$ cat src/rtl/sub8_pkg.sv
// Shared types and helpers for the digit-serial subtractor.
//   state_t : controller state encoding (IDLE, RUN, DONE)
//   digits(): number of RUN cycles needed to consume a full operand
package sub8_pkg;

    typedef enum logic [1:0] {
        IDLE = 2'd0,
        RUN  = 2'd1,
        DONE = 2'd2
    } state_t;

    function automatic int digits(input int width, input int digit);
        return width / digit;
    endfunction

endpackage

$ cat src/rtl/serial_sub8_sub_digit.sv
// Combinational DIGIT-bit subtract cell with borrow chain.
//   x, y : DIGIT-bit minuend / subtrahend slices
//   bin  : borrow in from the previous (less significant) digit
//   d    : DIGIT-bit difference slice
//   bout : borrow out to the next digit
// A serial adder can reuse this cell by feeding ~y and treating the
// borrow as an inverted carry.
module sub_digit #(
    parameter int DIGIT = 2
) (
    input  logic [DIGIT-1:0] x,
    input  logic [DIGIT-1:0] y,
    input  logic             bin,
    output logic [DIGIT-1:0] d,
    output logic             bout
);

    // One extra bit catches the sign of the raw difference: it is set
    // exactly when x - y - bin went negative.
    logic [DIGIT:0] t;

    assign t    = {1'b0, x} - {1'b0, y} - {{DIGIT{1'b0}}, bin};
    assign d    = t[DIGIT-1:0];
    assign bout = t[DIGIT];

endmodule

$ cat src/rtl/serial_sub8.sv
// Digit-serial subtractor: diff = (a - b) mod 2^WIDTH, DIGIT bits per cycle.
//   clk, rst_n : rising-edge clock, async active-low reset
//   start      : request, sampled only while idle
//   a, b       : operands, captured on an accepted start
//   diff       : result, held until the next operation finishes
//   borrow     : a < b unsigned
//   ovf        : signed overflow of the subtraction
//   zero       : diff == 0
//   busy       : operation in progress (RUN and DONE states)
//   done       : one-cycle pulse when diff/flags are fresh
//
// state | meaning
// IDLE  | waiting for start; outputs hold last result
// RUN   | one digit per cycle, LSB digit first
// DONE  | publish diff and flags, pulse done
module serial_sub8
    import sub8_pkg::*;
#(
    parameter int WIDTH = 8,
    parameter int DIGIT = 2
) (
    input  logic             clk,
    input  logic             rst_n,
    input  logic             start,
    input  logic [WIDTH-1:0] a,
    input  logic [WIDTH-1:0] b,
    output logic [WIDTH-1:0] diff,
    output logic             borrow,
    output logic             ovf,
    output logic             zero,
    output logic             busy,
    output logic             done
);

    localparam int N  = digits(WIDTH, DIGIT);
    localparam int CW = (N > 1) ? $clog2(N) : 1;

    state_t           state;
    logic [WIDTH-1:0] sa;
    logic [WIDTH-1:0] sb;
    logic [WIDTH-1:0] res;
    logic             bin_r;
    logic [CW-1:0]    cnt;
    // Operand MSBs kept aside: sa/sb are shifted away during RUN.
    logic [1:0]       msb;

    logic [DIGIT-1:0] d_dig;
    logic             bout;
    logic [WIDTH-1:0] res_next;

    sub_digit #(.DIGIT(DIGIT)) u_dig (
        .x    (sa[DIGIT-1:0]),
        .y    (sb[DIGIT-1:0]),
        .bin  (bin_r),
        .d    (d_dig),
        .bout (bout)
    );

    // New digit enters at the top; after N shifts the LSB digit lands at bit 0.
    // Written as shifts so DIGIT == WIDTH needs no special case.
    assign res_next = (res >> DIGIT) | (WIDTH'(d_dig) << (WIDTH - DIGIT));

    always_ff @(posedge clk or negedge rst_n) begin
        if (!rst_n) begin
            state  <= IDLE;
            sa     <= '0;
            sb     <= '0;
            res    <= '0;
            bin_r  <= 1'b0;
            cnt    <= '0;
            msb    <= 2'b00;
            diff   <= '0;
            borrow <= 1'b0;
            ovf    <= 1'b0;
            zero   <= 1'b0;
            busy   <= 1'b0;
            done   <= 1'b0;
        end else begin
            done <= 1'b0;
            case (state)
                IDLE: begin
                    if (start) begin
                        sa    <= a;
                        sb    <= b;
                        msb   <= {a[WIDTH-1], b[WIDTH-1]};
                        res   <= '0;
                        bin_r <= 1'b0;
                        cnt   <= '0;
                        busy  <= 1'b1;
                        state <= RUN;
                    end
                end
                RUN: begin
                    res   <= res_next;
                    sa    <= sa >> DIGIT;
                    sb    <= sb >> DIGIT;
                    bin_r <= bout;
                    cnt   <= cnt + CW'(1);
                    if (cnt == CW'(N - 1)) begin
                        state <= DONE;
                    end
                end
                DONE: begin
                    diff   <= res;
                    borrow <= bin_r;
                    ovf    <= (msb[1] != msb[0]) && (res[WIDTH-1] != msb[1]);
                    zero   <= (res == '0);
                    done   <= 1'b1;
                    busy   <= 1'b0;
                    state  <= IDLE;
                end
                default: begin
                    state <= IDLE;
                end
            endcase
        end
    end

endmodule

$ cat config.mk
export PLATFORM = sky130hd
export DESIGN_NAME = serial_sub8
export DESIGN_NICKNAME = d
export VERILOG_FILES = /design/src/rtl/sub8_pkg.sv /design/src/rtl/serial_sub8_sub_digit.sv /design/src/rtl/serial_sub8.sv
export SDC_FILE = /design/constraint.sdc
export NUM_CORES = 1
export LEC_CHECK = 0
export ABC_CLOCK_PERIOD_IN_PS = 2090
export CAP_MARGIN = 20
export CORE_MARGIN = 1.5
export CORE_UTILIZATION = 52
export CTS_CLUSTER_DIAMETER = 80
export DETAILED_ROUTE_END_ITERATION = 10
export HOLD_SLACK_MARGIN = 0.02
export PLACE_DENSITY = 0.85
export REMOVE_ABC_BUFFERS = 1
export SLEW_MARGIN = 10
export SYNTH_ARGS = -nofsm -noshare
export SYNTH_HDL_FRONTEND = slang
export SYNTH_HIERARCHICAL = 1
export SYNTH_SLANG_ARGS = --single-unit
$ cat constraint.sdc
create_clock -name clk -period 2.09 [get_ports clk]
set_input_delay 0.3135 -clock clk [delete_from_list [all_inputs] [get_ports clk]]
set_output_delay 0.3135 -clock clk [all_outputs]
set_load 0.005 [all_outputs]
==> out/qor.csv, run 1 <==
stage,metric,value,unit
routing,post-route-drc-count,0,
routing,drt_iter0_drc,32,
place,gp_congestion,0.752,
floorplanning,io_pins,32,
clock_network,tritoncts.num_buffers,5,
global_routing,grt_pass1_wl,5.74,mm
finish,finalNetCount,212,
timing,finalCriticalPeriod,1650,ps
critical_path,worst-setup-path-type,flop to flop,
finish,instances_no_fill,237,
place,place_hpwl,2.41,mm
critical_path,crit_required,2320,ps
worst_hold_path,min_from,zero,
critical_path,slowest_delay,510,ps
global_routing,antenna_violations_before_repair,0,
timing,final-max-slew-violation-count,0,
routing,antenna_left,0,
floorplanning,die_height,63.4,um
synthesis,synth_area_per_cell,12.2,um2
critical_path,critical_path_cell_sequence,"nor2b_2, buf_4, mux2i_1, o21ai_0",
synthesis,post_synth_inst_count,156,
timing,timing_worst_slew_pin_value,522,ps
finish,num_antenna_cells,0,
critical_path,timing.critical_path.arrival,1880,ps
run,cap_violations,0,
pwr,cellPowerDensity,1440,mW/mm2
timing,tns,0,ps
pwr,total_power,3.36,mW
synthesis,ys_warn_count,6,
clock_network,post_cts_buffers,0,
critical_path,startpoint_type,flop,
floorplanning,fp.coreArea,0.00342,mm2
routing,detailed_router_iteration_count_before_antenna_repair,4,
critical_path,timing.critical_path.to_type,flop,
routing,routed_wire_length,3.38,mm
global_routing,pin_count_of_the_biggest_net_entering_global_routing,45,
clock_network,clkTransAtPathRegs,120,ps
timing,clock_skew,9.76,ps
timing,post-route-period-util,78.8,%
routing,vias,1244,
global_routing,gr-usage-all-layers,18.6,%
floorplanning,dieArea,0.00402,mm2
floorplanning,rows,21,
clock_network,postCtsResizedCells,0,
synthesis,postSynthRegisterBits,44,
clock_network,clock_tree.htree_level_count,2,
routing,wl_per_cell,14.2,um
finish,area_growth_syn_to_layout,22.9,%
pwr,max-vdd-ir-drop,817,uV
floorplanning,width_of_the_die,63.4,um
timing,rsz0062_at_grt,no,
clock_network,clk_latency,350,ps
synthesis,synth.lib_cells_used.distinct,24,
critical_path,timing.critical_path.buf_inv,1,
critical_path,worstSetupStartpoint,state[0],
clock_network,sink_count,44,
timing,maxSlewHeadroom,65.2,%
pwr,static-leakage-power,1.10,nW
timing,setup_viol,0,
clock_network,cts_tree,yes,
clock_network,cts-hold-fix-buffers,1,
global_routing,globalRouteOverflowTotal,0,
place,placed_instance_count,228,
timing,final-hold-violation-count,0,
critical_path,worstPathMaxFanout,9,
status,outcome,"complete, no violations",
critical_path,reg_to_reg_slack_setup,440,ps
clock_network,cts-root-buf,sky130_fd_sc_hd__clkbuf_4,
finish,layout-drive-gt1-share,14.1,%
routing,viasPerCell,5.25,
global_routing,vias_in_the_first_global_route,1235,
critical_path,path_delay_family,flip-flops,
floorplanning,initial_core_util,55.6,%
timing,fmaxAchievable,0.607,GHz
clock_network,clock_tree.buffer_depth,2,
synthesis,synth.cell_area,0.00190,mm2
critical_path,critPathSlowestCell,sky130_fd_sc_hd__dfrtp_1,
critical_path,timing.rr.start,state[0],
worst_hold_path,hold_path.class,flop to flop,
place,port-buffer-count,31,
synthesis,yosysSeqAreaShare,58.0,%
-- area by class of cell --
cell class	instances	area (um2)
multi-input combinational	96	696
sequential	44	1100
tap	46	57.6
inverter	7	26.3
timing repair buffer	36	358
clock inverter	1	30.0
fill	263	1080
clock buffer	7	65.1
-- power breakdown --
group | total (mW) | switching (mW) | internal [mW]
Clock | 0.579 | 0.261 | 0.318
Combinational | 1.31 | 0.571 | 0.736
Sequential | 1.47 | 0.266 | 1.21
-- cell usage after synthesis, drive strengths merged --
library cell	instances	area, um2
a21oi	7	35.0
a22o	10	87.6
and2	2	12.5
and3b	1	8.76
buf	8	72.6
clkbuf	1	3.75
dfrtp	44	1100
fa	2	40.0
ha	1	12.5
inv	7	26.3
mux2	12	135
mux2i	12	120
nand2	19	71.3
nand2b	1	8.76
nor2	2	7.51
nor2b	6	42.5
nor4	2	12.5
o21ai	18	90.1
o21bai	1	11.3
-- cells by family after synthesis --
family	Yosys count	synth area share [%]
multiplexers	24	13.4
adder cells (fa/ha/maj)	3	2.77
AO/OA/AOI/OAI	36	11.8
AND/OR/NAND/NOR	33	8.63
flip-flops	44	58.0
buffers and inverters	16	5.40
-- registers in the layout (all words and copies together) (netlist names) --
name    flops
bin_r       1
borrow      1
busy        1
cnt         2
diff        8
done        1
msb         2
ovf         1
res         8
sa          8
sb          8
state       2
zero        1
-- routing by layer --
metal,vias to the layer above,track usage (%),part of all wire (%)
li1,599,-,-
met1,603,22.6,43
met2,35,32.1,51
met3,7,4.82,5.1
met4,0,6.52,1.4
met5,-,0,0
-- stage by stage --
stage | area [um2] | utilization, % | hold WS (ps) | setup slack [ps]
after floorplan | 1820 | - | 17.9 | 419
after global placement | 2230 | 65.2 | 407 | 330
after detailed placement | 2230 | 65.2 | 415 | 235
after CTS | 2330 | 68.3 | 503 | 436
after global routing | 2330 | 68.3 | 531 | 291
final | 2330 | 68.3 | 496 | 442
-- cell usage in the layout, fill, tap and decap left out, drive strengths merged, types with 2 or more instances in the layout --
cell type,netlist,routed
nor2b,6,6
buf,8,5
mux2,12,12
nand2,19,19
clkdlybuf4s50,0,30
fa,2,2
nor4,2,2
nor2,2,2
o21ai,18,18
dfrtp,44,44
a21oi,7,7
clkbuf,1,7
and2,2,2
inv,7,7
a22o,10,10
mux2i,12,12
-- worst min-delay path, stage by stage (launching register included) --
cell and delay (ps):
sky130_fd_sc_hd__dfrtp_1 370, sky130_fd_sc_hd__nand2_1 50, sky130_fd_sc_hd__o21ai_0 60
-- final timing paths --
check                               end  depth (start not counted)
worst max-delay path              sb[1]                          4
worst min-delay path               zero                          2
worst max register to register    sb[1]                          4
worst min register to register     zero                          2
max in group asynchronous         sa[5]                          3
min in group asynchronous       diff[0]                          3
(Power assumes the default switching activity.)
==> run 2: changes to the inputs <==
--- a/config.mk
+++ b/config.mk
@@ -5,7 +5,7 @@
 export SDC_FILE = /design/constraint.sdc
 export NUM_CORES = 1
 export LEC_CHECK = 0
-export ABC_CLOCK_PERIOD_IN_PS = 2090
+export ABC_CLOCK_PERIOD_IN_PS = 1630
 export CAP_MARGIN = 20
 export CORE_MARGIN = 1.5
 export CORE_UTILIZATION = 52
==> constraint.sdc (replaced) <==
create_clock -name clk -period 1.63 [get_ports clk]
set_input_delay 0.2445 -clock clk [delete_from_list [all_inputs] [get_ports clk]]
set_output_delay 0.2445 -clock clk [all_outputs]
set_load 0.005 [all_outputs]
==> run 2 against run 1 <==
Effect of this change: worst hold slack worse by 110 ps; sequential share of layout area is 0.13 points higher; critical path depth is 2 higher; critical path type unchanged.
==> out/qor.csv, run 2 (synthesized netlist as in run 1, its figures left out) <==
stage,metric,value,unit,change
timing,post-route-period-util,94.7,%,was 78.8%
pwr,static-leakage-power,1.09,nW,was 1.10 nW
clock_network,clock_tree.buffer_depth,2,,unchanged
critical_path,reg_to_reg_slack_setup,90,ps,was 440 ps
timing,final-hold-violation-count,0,,unchanged
finish,instances_no_fill,239,,was 237
critical_path,timing.rr.start,sb[0],,was state[0]
timing,holdWs,382,ps,was 496 ps
timing,clock_skew,4.94,ps,was 9.76 ps
floorplanning,fp.coreArea,0.00342,mm2,unchanged
global_routing,vias_in_the_first_global_route,1266,,was 1235
clock_network,cts-root-buf,sky130_fd_sc_hd__clkbuf_4,,unchanged
floorplanning,initial_core_util,55.6,%,unchanged
timing,tns,0,ps,unchanged
global_routing,antenna_violations_before_repair,0,,unchanged
worst_hold_path,hold_path.class,input port to asynchronous set/reset pin,,was flop to flop
finish,utilization,68.1,%,was 68.3%
global_routing,globalRouteOverflowTotal,0,,unchanged
finish,layout.cells.most_common_list,"sky130_fd_sc_hd__dfrtp_1 (44), sky130_fd_sc_hd__clkdlybuf4s50_1 (30), sky130_fd_sc_hd__nand2_1 (19), sky130_fd_sc_hd__mux2i_1 (12)",,unchanged
timing,final-max-slew-violation-count,0,,unchanged
critical_path,timing.critical_path.to_type,flop,,unchanged
place,placedInstanceArea,0.00226,mm2,was 0.00223 mm2
global_routing,grt_pass1_wl,5.84,mm,was 5.74 mm
critical_path,timing.critical_path.arrival,1800,ps,was 1880 ps
status,outcome,"complete, no violations",,unchanged
timing,fmaxAchievable,0.648,GHz,was 0.607 GHz
timing,finalCriticalPeriod,1540,ps,was 1650 ps
place,port-buffer-count,31,,unchanged
place,gp_congestion,0.778,,was 0.752
clock_network,sink_count,44,,unchanged
finish,num_antenna_cells,0,,unchanged
timing,maxSlewHeadroom,67.2,%,was 65.2%
global_routing,pin_count_of_the_biggest_net_entering_global_routing,37,,was 45
finish,layout-drive-gt1-share,15.0,%,was 14.1%
critical_path,worstPathMaxFanout,2,,was 9
routing,vias,1269,,was 1244
floorplanning,io_pins,32,,unchanged
routing,antenna_left,0,,unchanged
clock_network,clock_tree.htree_level_count,2,,unchanged
timing,setup_viol,0,,unchanged
floorplanning,dieArea,0.00402,mm2,unchanged
critical_path,worst-setup-path-type,flop to flop,,unchanged
timing,rsz0062_at_grt,no,,unchanged
finish,filler_cell_count,253,,was 263
floorplanning,rows,21,,unchanged
routing,viasPerCell,5.31,,was 5.25
finish,multi_input_gate_area_in_the_final_layout,698,um2,was 696 um2
timing,timing_worst_slew_pin_value,492,ps,was 522 ps
critical_path,slowest_delay,510,ps,about the same
run,cap_violations,0,,unchanged
finish,fin_area,0.00233,mm2,about the same
critical_path,worstRegToRegCells,6,,was 4
floorplanning,die_height,63.4,um,unchanged
critical_path,path_delay_family,adder cells,,was flip-flops
place,place_hpwl,2.39,mm,was 2.41 mm
finish,finalNetCount,214,,was 212
routing,routed_wire_length,3.24,mm,was 3.38 mm
clock_network,clk_latency,350,ps,about the same
critical_path,critical_path_cell_sequence,"inv_1, fa_2, inv_2, fa_1, inv_1, a22o_1",,"was nor2b_2, buf_4, mux2i_1, o21ai_0"
critical_path,timing.rr.end,res[7],,was sb[1]
finish,layout_commonest_cell,sky130_fd_sc_hd__dfrtp_1,,unchanged
routing,post-route-drc-count,0,,unchanged
critical_path,startpoint_type,flop,,unchanged
routing,drt_iter0_drc,31,,was 32
critical_path,crit_top_cell,sky130_fd_sc_hd__inv_1,,
clock_network,cts_tree,yes,,unchanged
pwr,cellPowerDensity,1760,mW/mm2,was 1440 mW/mm2
clock_network,post_cts_buffers,0,,unchanged
global_routing,gr-usage-all-layers,19.0,%,was 18.6%
place,placed_instance_count,230,,was 228
routing,detailed_router_iteration_count_before_antenna_repair,4,,unchanged
floorplanning,width_of_the_die,63.4,um,unchanged
clock_network,clkTransAtPathRegs,110,ps,was 120 ps
critical_path,critPathSlowestCell,sky130_fd_sc_hd__fa_1,,was sky130_fd_sc_hd__dfrtp_1
critical_path,timing.critical_path.buf_inv,3,,was 1
finish,area_growth_syn_to_layout,22.5,%,was 22.9%
finish,ff_latch_area,0.00110,mm2,unchanged
pwr,max-vdd-ir-drop,1030,uV,was 817 uV
critical_path,crit_required,1880,ps,was 2320 ps
clock_network,tritoncts.num_buffers,5,,unchanged
routing,wl_per_cell,13.6,um,was 14.2 um
run 2: changes by cell type in the layout (fill, tap and decap cells not counted), sizes merged:
cell / delta
buf: +2
bufinv: -1
clkbuf: +1
run 2: power by group:
group	switching (mW)	leakage, nW	internal, mW
Sequential	0.337	0.562	1.55
Combinational	0.715	0.498	0.959
Clock	0.314	0.0326	0.213
Total	1.37	1.09	2.72
run 2: how the worst max path moves through the flow:
stage / start / slack, ps / endpoint / depth (start not counted)
after floorplan: state[0] / -40 / sb[0] / 3
after global placement: start / 100 / msb[1] / 4
after detailed placement: start / 70 / msb[0] / 4
after CTS: sb[0] / 70 / res[7] / 6
after global routing: sb[0] / 10 / res[7] / 6
final: sb[0] / 90 / res[7] / 6
run 2: through the flow:
stage / power, mW / setup WS [ps]
CTS: 4.13 / 68.3
global placement: 3.49 / 97.5
detailed placement: 3.60 / 71.8
floorplan: 2.89 / -41.4
finish: 4.09 / 86.7
global route: 4.45 / 10.6
run 2: layout make-up:
| type | instances | share of cell area [%] |
|---|---|---|
| Sequential cell | 44 | 47.3 |
| Multi-Input combinational cell | 96 | 30.0 |
| Timing Repair Buffer | 38 | 16.6 |
| Clock buffer | 8 | 2.53 |
| Tap cell | 46 | 2.47 |
| Inverter | 7 | 1.13 |
run 2: worst reg2reg max path, stage by stage (launching register included):
cell and delay [ps]:
sky130_fd_sc_hd__dfrtp_1 400, sky130_fd_sc_hd__inv_1 90, sky130_fd_sc_hd__fa_2 200, sky130_fd_sc_hd__inv_2 40, sky130_fd_sc_hd__fa_1 510, sky130_fd_sc_hd__inv_1 40, sky130_fd_sc_hd__a22o_1 180
run 2: metal layers:
metal / up-vias / global-route usage [%] / share of wire, %
met5: - / 0 / 0
met4: 0 / 8.70 / 2.5
met3: 9 / 5.89 / 4.3
met2: 29 / 29.9 / 50
met1: 620 / 24.0 / 43
li1: 611 / - / -
run 2: repair_timing:
| item | 4_1_cts | 5_1_grt |
|---|---|---|
| hold endpoints to repair | 20 | 0 |
| hold buffers | 1 | 0 |
| setup endpoints to repair | 0 | 1 |
| resized for setup | 0 | 2 |
==> run 3: changes to the inputs <==
--- a/config.mk
+++ b/config.mk
@@ -10,6 +10,7 @@
 export CORE_MARGIN = 1.5
 export CORE_UTILIZATION = 52
 export CTS_CLUSTER_DIAMETER = 80
+export CTS_CLUSTER_SIZE = 12
 export DETAILED_ROUTE_END_ITERATION = 10
 export HOLD_SLACK_MARGIN = 0.02
 export PLACE_DENSITY = 0.85
==> results of run 3 <==
The final DEF is identical to that of run 2; final timing and power are the same.
